==> src/rtl/vga_csr_bank.sv <==
// Control/status register bank for the VGA timing generator and scanout path.
// Latency: read data appears one cycle after read_en_i; staged writes reach the live outputs at the next frame boundary.
// No backpressure: every strobe is accepted. Optional interrupt logic is built when VGA_CSR_IRQ_EN is defined.
module vga_csr_bank #(
  parameter int ADDR_W = 4,
  parameter int DATA_W = 32
) (
  input  logic              clk_i,
  input  logic              arst_i,
  input  logic              write_en_i,
  input  logic [ADDR_W-1:0] addr_write_i,
  input  logic [DATA_W-1:0] data_i,
  input  logic              read_en_i,
  input  logic [ADDR_W-1:0] addr_read_i,
  output logic [DATA_W-1:0] data_o,
  input  logic              frame_start_i,
  output logic              enable_o,
  output logic              test_pattern_o,
  output logic [11:0]       h_active_o,
  output logic [11:0]       h_total_o,
  output logic [11:0]       v_active_o,
  output logic [11:0]       v_total_o,
  output logic [31:0]       fb_base_o,
  output logic              irq_o
);

  // Register map, in word addresses
  localparam logic [ADDR_W-1:0] A_CTRL     = ADDR_W'(0);
  localparam logic [ADDR_W-1:0] A_HTIM     = ADDR_W'(1);
  localparam logic [ADDR_W-1:0] A_VTIM     = ADDR_W'(2);
  localparam logic [ADDR_W-1:0] A_FB_BASE  = ADDR_W'(3);
  localparam logic [ADDR_W-1:0] A_STATUS   = ADDR_W'(4);
  localparam logic [ADDR_W-1:0] A_IRQ_STAT = ADDR_W'(5);
  localparam logic [ADDR_W-1:0] A_IRQ_MASK = ADDR_W'(6);

  // Reset geometry: 640x480 active inside an 800x525 total raster
  localparam logic [11:0] RST_H_ACTIVE = 12'h280;
  localparam logic [11:0] RST_H_TOTAL  = 12'h320;
  localparam logic [11:0] RST_V_ACTIVE = 12'h1E0;
  localparam logic [11:0] RST_V_TOTAL  = 12'h20D;

  typedef enum logic {
    IDLE = 1'b0,
    PEND = 1'b1
  } state_t;

  state_t state, state_nxt;

  // Staged copies: written by software, read back by software
  logic        stg_enable, stg_test_pattern;
  logic [11:0] stg_h_active, stg_h_total, stg_v_active, stg_v_total;
  logic [31:0] stg_fb_base;

  // Live copies: what the timing generator and scanout actually use
  logic        live_enable, live_test_pattern;
  logic [11:0] live_h_active, live_h_total, live_v_active, live_v_total;
  logic [31:0] live_fb_base;

  logic [15:0]       frame_cnt;
  logic [DATA_W-1:0] rd_mux;

  logic wr_ctrl, wr_htim, wr_vtim, wr_fb, wr_staged;
  logic commit, pending, frame_tick;

  assign wr_ctrl   = write_en_i && (addr_write_i == A_CTRL);
  assign wr_htim   = write_en_i && (addr_write_i == A_HTIM);
  assign wr_vtim   = write_en_i && (addr_write_i == A_VTIM);
  assign wr_fb     = write_en_i && (addr_write_i == A_FB_BASE);
  assign wr_staged = wr_ctrl || wr_htim || wr_vtim || wr_fb;

  assign pending    = (state == PEND);
  // Frames only count while the generator is actually running
  assign frame_tick = frame_start_i && live_enable;

  // Commit state register
  always_ff @(posedge clk_i or posedge arst_i) begin
    if (arst_i) begin
      state <= IDLE;
    end else begin
      state <= state_nxt;
    end
  end

  // Commit decision: wait for a frame boundary unless the generator is stopped.
  // A write landing on the commit cycle keeps the bank pending for the next boundary.
  always_comb begin
    state_nxt = state;
    commit    = 1'b0;
    case (state)
      IDLE: begin
        if (wr_staged) state_nxt = PEND;
      end
      PEND: begin
        if (frame_start_i || !live_enable) begin
          commit = 1'b1;
          if (!wr_staged) state_nxt = IDLE;
        end
      end
      default: state_nxt = IDLE;
    endcase
  end

  // Staged registers take software writes; unused bits are dropped
  always_ff @(posedge clk_i or posedge arst_i) begin
    if (arst_i) begin
      stg_enable       <= 1'b0;
      stg_test_pattern <= 1'b0;
      stg_h_active     <= RST_H_ACTIVE;
      stg_h_total      <= RST_H_TOTAL;
      stg_v_active     <= RST_V_ACTIVE;
      stg_v_total      <= RST_V_TOTAL;
      stg_fb_base      <= 32'h0;
    end else begin
      if (wr_ctrl) begin
        stg_enable       <= data_i[0];
        stg_test_pattern <= data_i[1];
      end
      if (wr_htim) begin
        stg_h_active <= data_i[11:0];
        stg_h_total  <= data_i[27:16];
      end
      if (wr_vtim) begin
        stg_v_active <= data_i[11:0];
        stg_v_total  <= data_i[27:16];
      end
      if (wr_fb) begin
        stg_fb_base <= data_i[31:0];
      end
    end
  end

  // Live registers copy the pre-write staged values on commit
  always_ff @(posedge clk_i or posedge arst_i) begin
    if (arst_i) begin
      live_enable       <= 1'b0;
      live_test_pattern <= 1'b0;
      live_h_active     <= RST_H_ACTIVE;
      live_h_total      <= RST_H_TOTAL;
      live_v_active     <= RST_V_ACTIVE;
      live_v_total      <= RST_V_TOTAL;
      live_fb_base      <= 32'h0;
    end else if (commit) begin
      live_enable       <= stg_enable;
      live_test_pattern <= stg_test_pattern;
      live_h_active     <= stg_h_active;
      live_h_total      <= stg_h_total;
      live_v_active     <= stg_v_active;
      live_v_total      <= stg_v_total;
      live_fb_base      <= stg_fb_base;
    end
  end

  // Free-running frame counter, wraps naturally at 16 bits
  always_ff @(posedge clk_i or posedge arst_i) begin
    if (arst_i) begin
      frame_cnt <= 16'h0;
    end else if (frame_tick) begin
      frame_cnt <= frame_cnt + 16'd1;
    end
  end

`ifdef VGA_CSR_IRQ_EN
  logic irq_stat, irq_mask;
  logic wr_irq_stat, wr_irq_mask;

  assign wr_irq_stat = write_en_i && (addr_write_i == A_IRQ_STAT);
  assign wr_irq_mask = write_en_i && (addr_write_i == A_IRQ_MASK);

  // Frame interrupt: set on a counted frame, write-1-to-clear, set beats clear
  always_ff @(posedge clk_i or posedge arst_i) begin
    if (arst_i) begin
      irq_stat <= 1'b0;
      irq_mask <= 1'b0;
    end else begin
      if (frame_tick) begin
        irq_stat <= 1'b1;
      end else if (wr_irq_stat && data_i[0]) begin
        irq_stat <= 1'b0;
      end
      if (wr_irq_mask) begin
        irq_mask <= data_i[0];
      end
    end
  end

  assign irq_o = irq_stat & irq_mask;
`else
  assign irq_o = 1'b0;
`endif

  // Read mux: staged values are returned, never the live ones
  always_comb begin
    rd_mux = '0;
    case (addr_read_i)
      A_CTRL:     rd_mux = DATA_W'({30'h0, stg_test_pattern, stg_enable});
      A_HTIM:     rd_mux = DATA_W'({4'h0, stg_h_total, 4'h0, stg_h_active});
      A_VTIM:     rd_mux = DATA_W'({4'h0, stg_v_total, 4'h0, stg_v_active});
      A_FB_BASE:  rd_mux = DATA_W'(stg_fb_base);
      A_STATUS:   rd_mux = DATA_W'({15'h0, pending, frame_cnt});
`ifdef VGA_CSR_IRQ_EN
      A_IRQ_STAT: rd_mux = DATA_W'({31'h0, irq_stat});
      A_IRQ_MASK: rd_mux = DATA_W'({31'h0, irq_mask});
`endif
      default:    rd_mux = '0;
    endcase
  end

  // Read data register: loads on a read strobe and holds otherwise
  always_ff @(posedge clk_i or posedge arst_i) begin
    if (arst_i) begin
      data_o <= '0;
    end else if (read_en_i) begin
      data_o <= rd_mux;
    end
  end

  assign enable_o       = live_enable;
  assign test_pattern_o = live_test_pattern;
  assign h_active_o     = live_h_active;
  assign h_total_o      = live_h_total;
  assign v_active_o     = live_v_active;
  assign v_total_o      = live_v_total;
  assign fb_base_o      = live_fb_base;

endmodule

==> config.mk <==
export PLATFORM = sky130hd
export DESIGN_NAME = vga_csr_bank
export DESIGN_NICKNAME = d
export VERILOG_FILES = /design/src/rtl/vga_csr_bank.sv
export SDC_FILE = /design/constraint.sdc
export NUM_CORES = 1
export LEC_CHECK = 0
export CORE_MARGIN = 2
export CORE_UTILIZATION = 41
export CTS_CLUSTER_SIZE = 8
export DETAILED_ROUTE_END_ITERATION = 6
export GPL_TIMING_DRIVEN = 0
export HOLD_SLACK_MARGIN = 0.02
export PLACE_DENSITY = 0.77
export SETUP_SLACK_MARGIN = 0.5
export SLEW_MARGIN = 10
export SYNTH_ARGS = -nofsm -noshare
export SYNTH_HDL_FRONTEND = slang
export SYNTH_SLANG_ARGS = --single-unit
==> constraint.sdc <==
create_clock -name clk_i -period 10.85 [get_ports clk_i]
set_clock_uncertainty 0.1 [all_clocks]
set_input_delay 2.17 -clock clk_i [delete_from_list [all_inputs] [get_ports clk_i]]
set_output_delay 2.17 -clock clk_i [all_outputs]
set_load 0.03 [all_outputs]
==> results.toml <==
[yosys]
synth_area_per_cell_sq_um = 14.01
synth-edff-count = 0
synthCells = 626
syn-cell-area_sq_mm = 0.008768
syn_nets = 672
synth_top_flop_cell = "dfrtp_1"
ys_ff_latch = 213
seq_area_frac_synth_pct = 61.16
synthDistinctLibCells = 37
async_reset_ff_share_pct = 100.0
ys.warnings.count = 0

[global_route]
grt_use_total_pct = 19.96
antenna_found_initial = 0
grt_pass1_vias = 6124
grt_max_degree = 109
globalRoute.totalOverflow = 0
grt_pass1_wl_microns = 34510

[finish]
fill_cells = 1750
postLayoutCellArea_sq_mm = 0.01159
n_antenna_cell = 0
seq_area_sq_mm = 0.005363
areaGrowthSynthToFinish_pct = 32.16
utilization_pct = 55.13
final_cells = 1114
drive_above_1_share_pct = 29.92
nNetsFinal = 861
multi_input_area_sq_mm = 0.003100

[sta]
min_period_ps = 4022
final_max_slew_viol_count = 0
finalCritPeriodShare_pct = 37.07
worstMarginPinSlew_ps = 811.0
hold_violations = 0
worst_slack_ps = 6828
timing.fmax_mhz = 248.6
relSlewSlack_pct = 45.93
setup_viol = 0
setup_tns_ps = 0
rsz0062_at_grt = "false"

[critical_path]
cp-end-kind = "output pin"
max_stage_delay_ps = 750
slowest_stage = "clkdlybuf4s50_1"
criticalPathCategory = "flop to output pin"
arrival_ps = 1750
startpoint_type = "flop"
crit_buf_inv = 1
cp.required_ps = 8580
path_cells = "clkdlybuf4s50_1"
crit_family = "buffers and inverters"
cp_max_fo = 8

[cts]
post_cts_buffers = 0
clock_latency_ps = 530
holdBufCountCts = 0
cts.path.max_buffers = 3
htree_levels = 1
clkTransAtPathRegs_ps = 50
cts_sinks = 213
cts_resized = 0
cts_root_buffer = "clkbuf_16"
cts_tree = "yes"
numCtsBuffers = 30

[power]
p_leak_uw = 0.004942
vdd_drop_max_mv = 0.1493
power_density_mw_per_mm2 = 266.3

[placement]
dp.cells = 1058
port_buffers = 156
place_area_sq_mm = 0.01071
place_ws_ps = 6422
dp_hpwl_microns = 15110
gp_congestion = 0.8494

[run]
maxCapViolCount = 0

[die]
coreArea_sq_mm = 0.02102
ioPinCount = 160
die_area_sq_mm = 0.02257
start_util_pct = 41.71
dieWidth_microns = 150.2
rows = 53
die_h_microns = 150.2

[status]
status = "finished clean"

[route]
routed_wl_microns = 22110
ant_nets = 0
post_drt_wl_per_cell_microns = 19.85
drt_iter0_drc = 367
firstDrtPassIters = 4
drc = 0
viasPerCell = 5.205
num_vias = 5798

[worst_hold_path]
hp-class = "flop to flop"
-- sequential cells by signal (all words and copies together) (netlist names) --
register,flops
data_o,32
enable_o,1
fb_base_o,32
frame_cnt,16
h_active_o,12
h_total_o,12
pending,1
stg_enable,1
stg_fb_base,32
stg_h_active,12
stg_h_total,12
stg_test_pattern,1
stg_v_active,12
stg_v_total,12
test_pattern_o,1
v_active_o,12
v_total_o,12
-- Yosys cell counts, types with 6 or more instances --
cell      count  area, sq um
a21oi_1      11        55.05
a22oi_1      14        105.1
buf_2        13        65.06
clkbuf_1     14        52.55
dfrtp_1     187         4679
dfstp_2      26        683.2
inv_1        36        135.1
mux2_2      166         1869
mux2i_1      25        250.2
nand2_1      12        45.04
nand4_1       6        37.54
nor2_1       20        75.07
o22a_1       12        105.1
o22ai_1      28        175.2
xnor2_1      11        96.34
-- cells by family (layout without fill, tap and decap cells) --
group	after synthesis	after routing	synth area share, %
multiplexers	191	191	24.17
AND/OR/NAND/NOR	62	62	3.696
adder cells (fa/ha/maj)	1	1	0.1427
flip-flops	213	213	61.16
other	1	1	0.04277
XOR/XNOR	15	15	1.498
AO/OA/AOI/OAI	75	75	5.808
buffers and inverters	68	281	3.482
-- final timing paths --
| check | startpoint | to | slack [ps] | cells past startpoint |
|---|---|---|---|---|
| setup / recovery | enable_o | enable_o | 6830 | 1 |
| hold / removal | frame_cnt[15] | frame_cnt[15] | 380 | 1 |
| setup reg to reg | enable_o | fb_base_o[31] | 8830 | 4 |
| hold reg to reg | frame_cnt[15] | frame_cnt[15] | 380 | 1 |
| max in group asynchronous | arst_i | v_active_o[8] | 7610 | 3 |
| min in group asynchronous | arst_i | v_active_o[2] | 2060 | 2 |
-- layout by cell type, fill, tap and decap left out, types with 2 or more instances in the layout --
master,Yosys,layout
o22a_1,12,12
nor3_1,2,2
o22ai_1,28,28
nand3b_1,2,2
nor2b_1,5,5
dfstp_2,26,26
a2bb2oi_1,3,3
clkbuf_1,14,38
o21ai_0,5,5
nand4_1,6,6
or2_2,2,2
nor2_1,20,20
dfrtp_1,187,187
buf_6,4,4
a21oi_1,11,11
xnor2_1,11,11
a22oi_1,14,14
mux2i_1,25,25
mux2_2,166,166
inv_1,36,35
buf_2,13,13
clkbuf_16,0,31
xor2_1,4,4
clkdlybuf4s50_1,0,156
nand2_1,12,12
nand3_1,5,5
-- layout make-up --
cell class                 count  share of cell area (%)
sequential                   213                   46.28
clock buffer                  56                   7.590
inverter                      36                   1.231
timing repair buffer         157                   13.71
multi-input combinational    345                   26.75
tap                          275                   2.969
buffer                        32                   1.468
-- per-layer routing --
metal | part of all wire (%) | vias up | GRT usage [%] | routed length, microns
met5 | 0 | - | 0 | 0
met4 | 3.1 | 0 | 6.934 | 696
met3 | 6.3 | 45 | 4.242 | 1383
met2 | 49 | 175 | 33.01 | 10740
met1 | 42 | 2958 | 26.19 | 9292
li1 | - | 2620 | - | -
-- report_power, final --
group          internal (uW)  total [uW]  switching (uW)
sequential              1060        1210             153
combinational            482        1020             533
clock                    535         861             326
total                   2070        3090            1010
-- per-stage QoR --
step           hold slack, ps  power, uW
3_3_place_gp            364.0       2218
3_5_place_dp            379.1       2241
2_1_floorplan           345.8       1794
6_report                381.6       3086
4_1_cts                 386.5       3115
5_1_grt                 416.7       3226
Power figures use the tool's default switching activity.
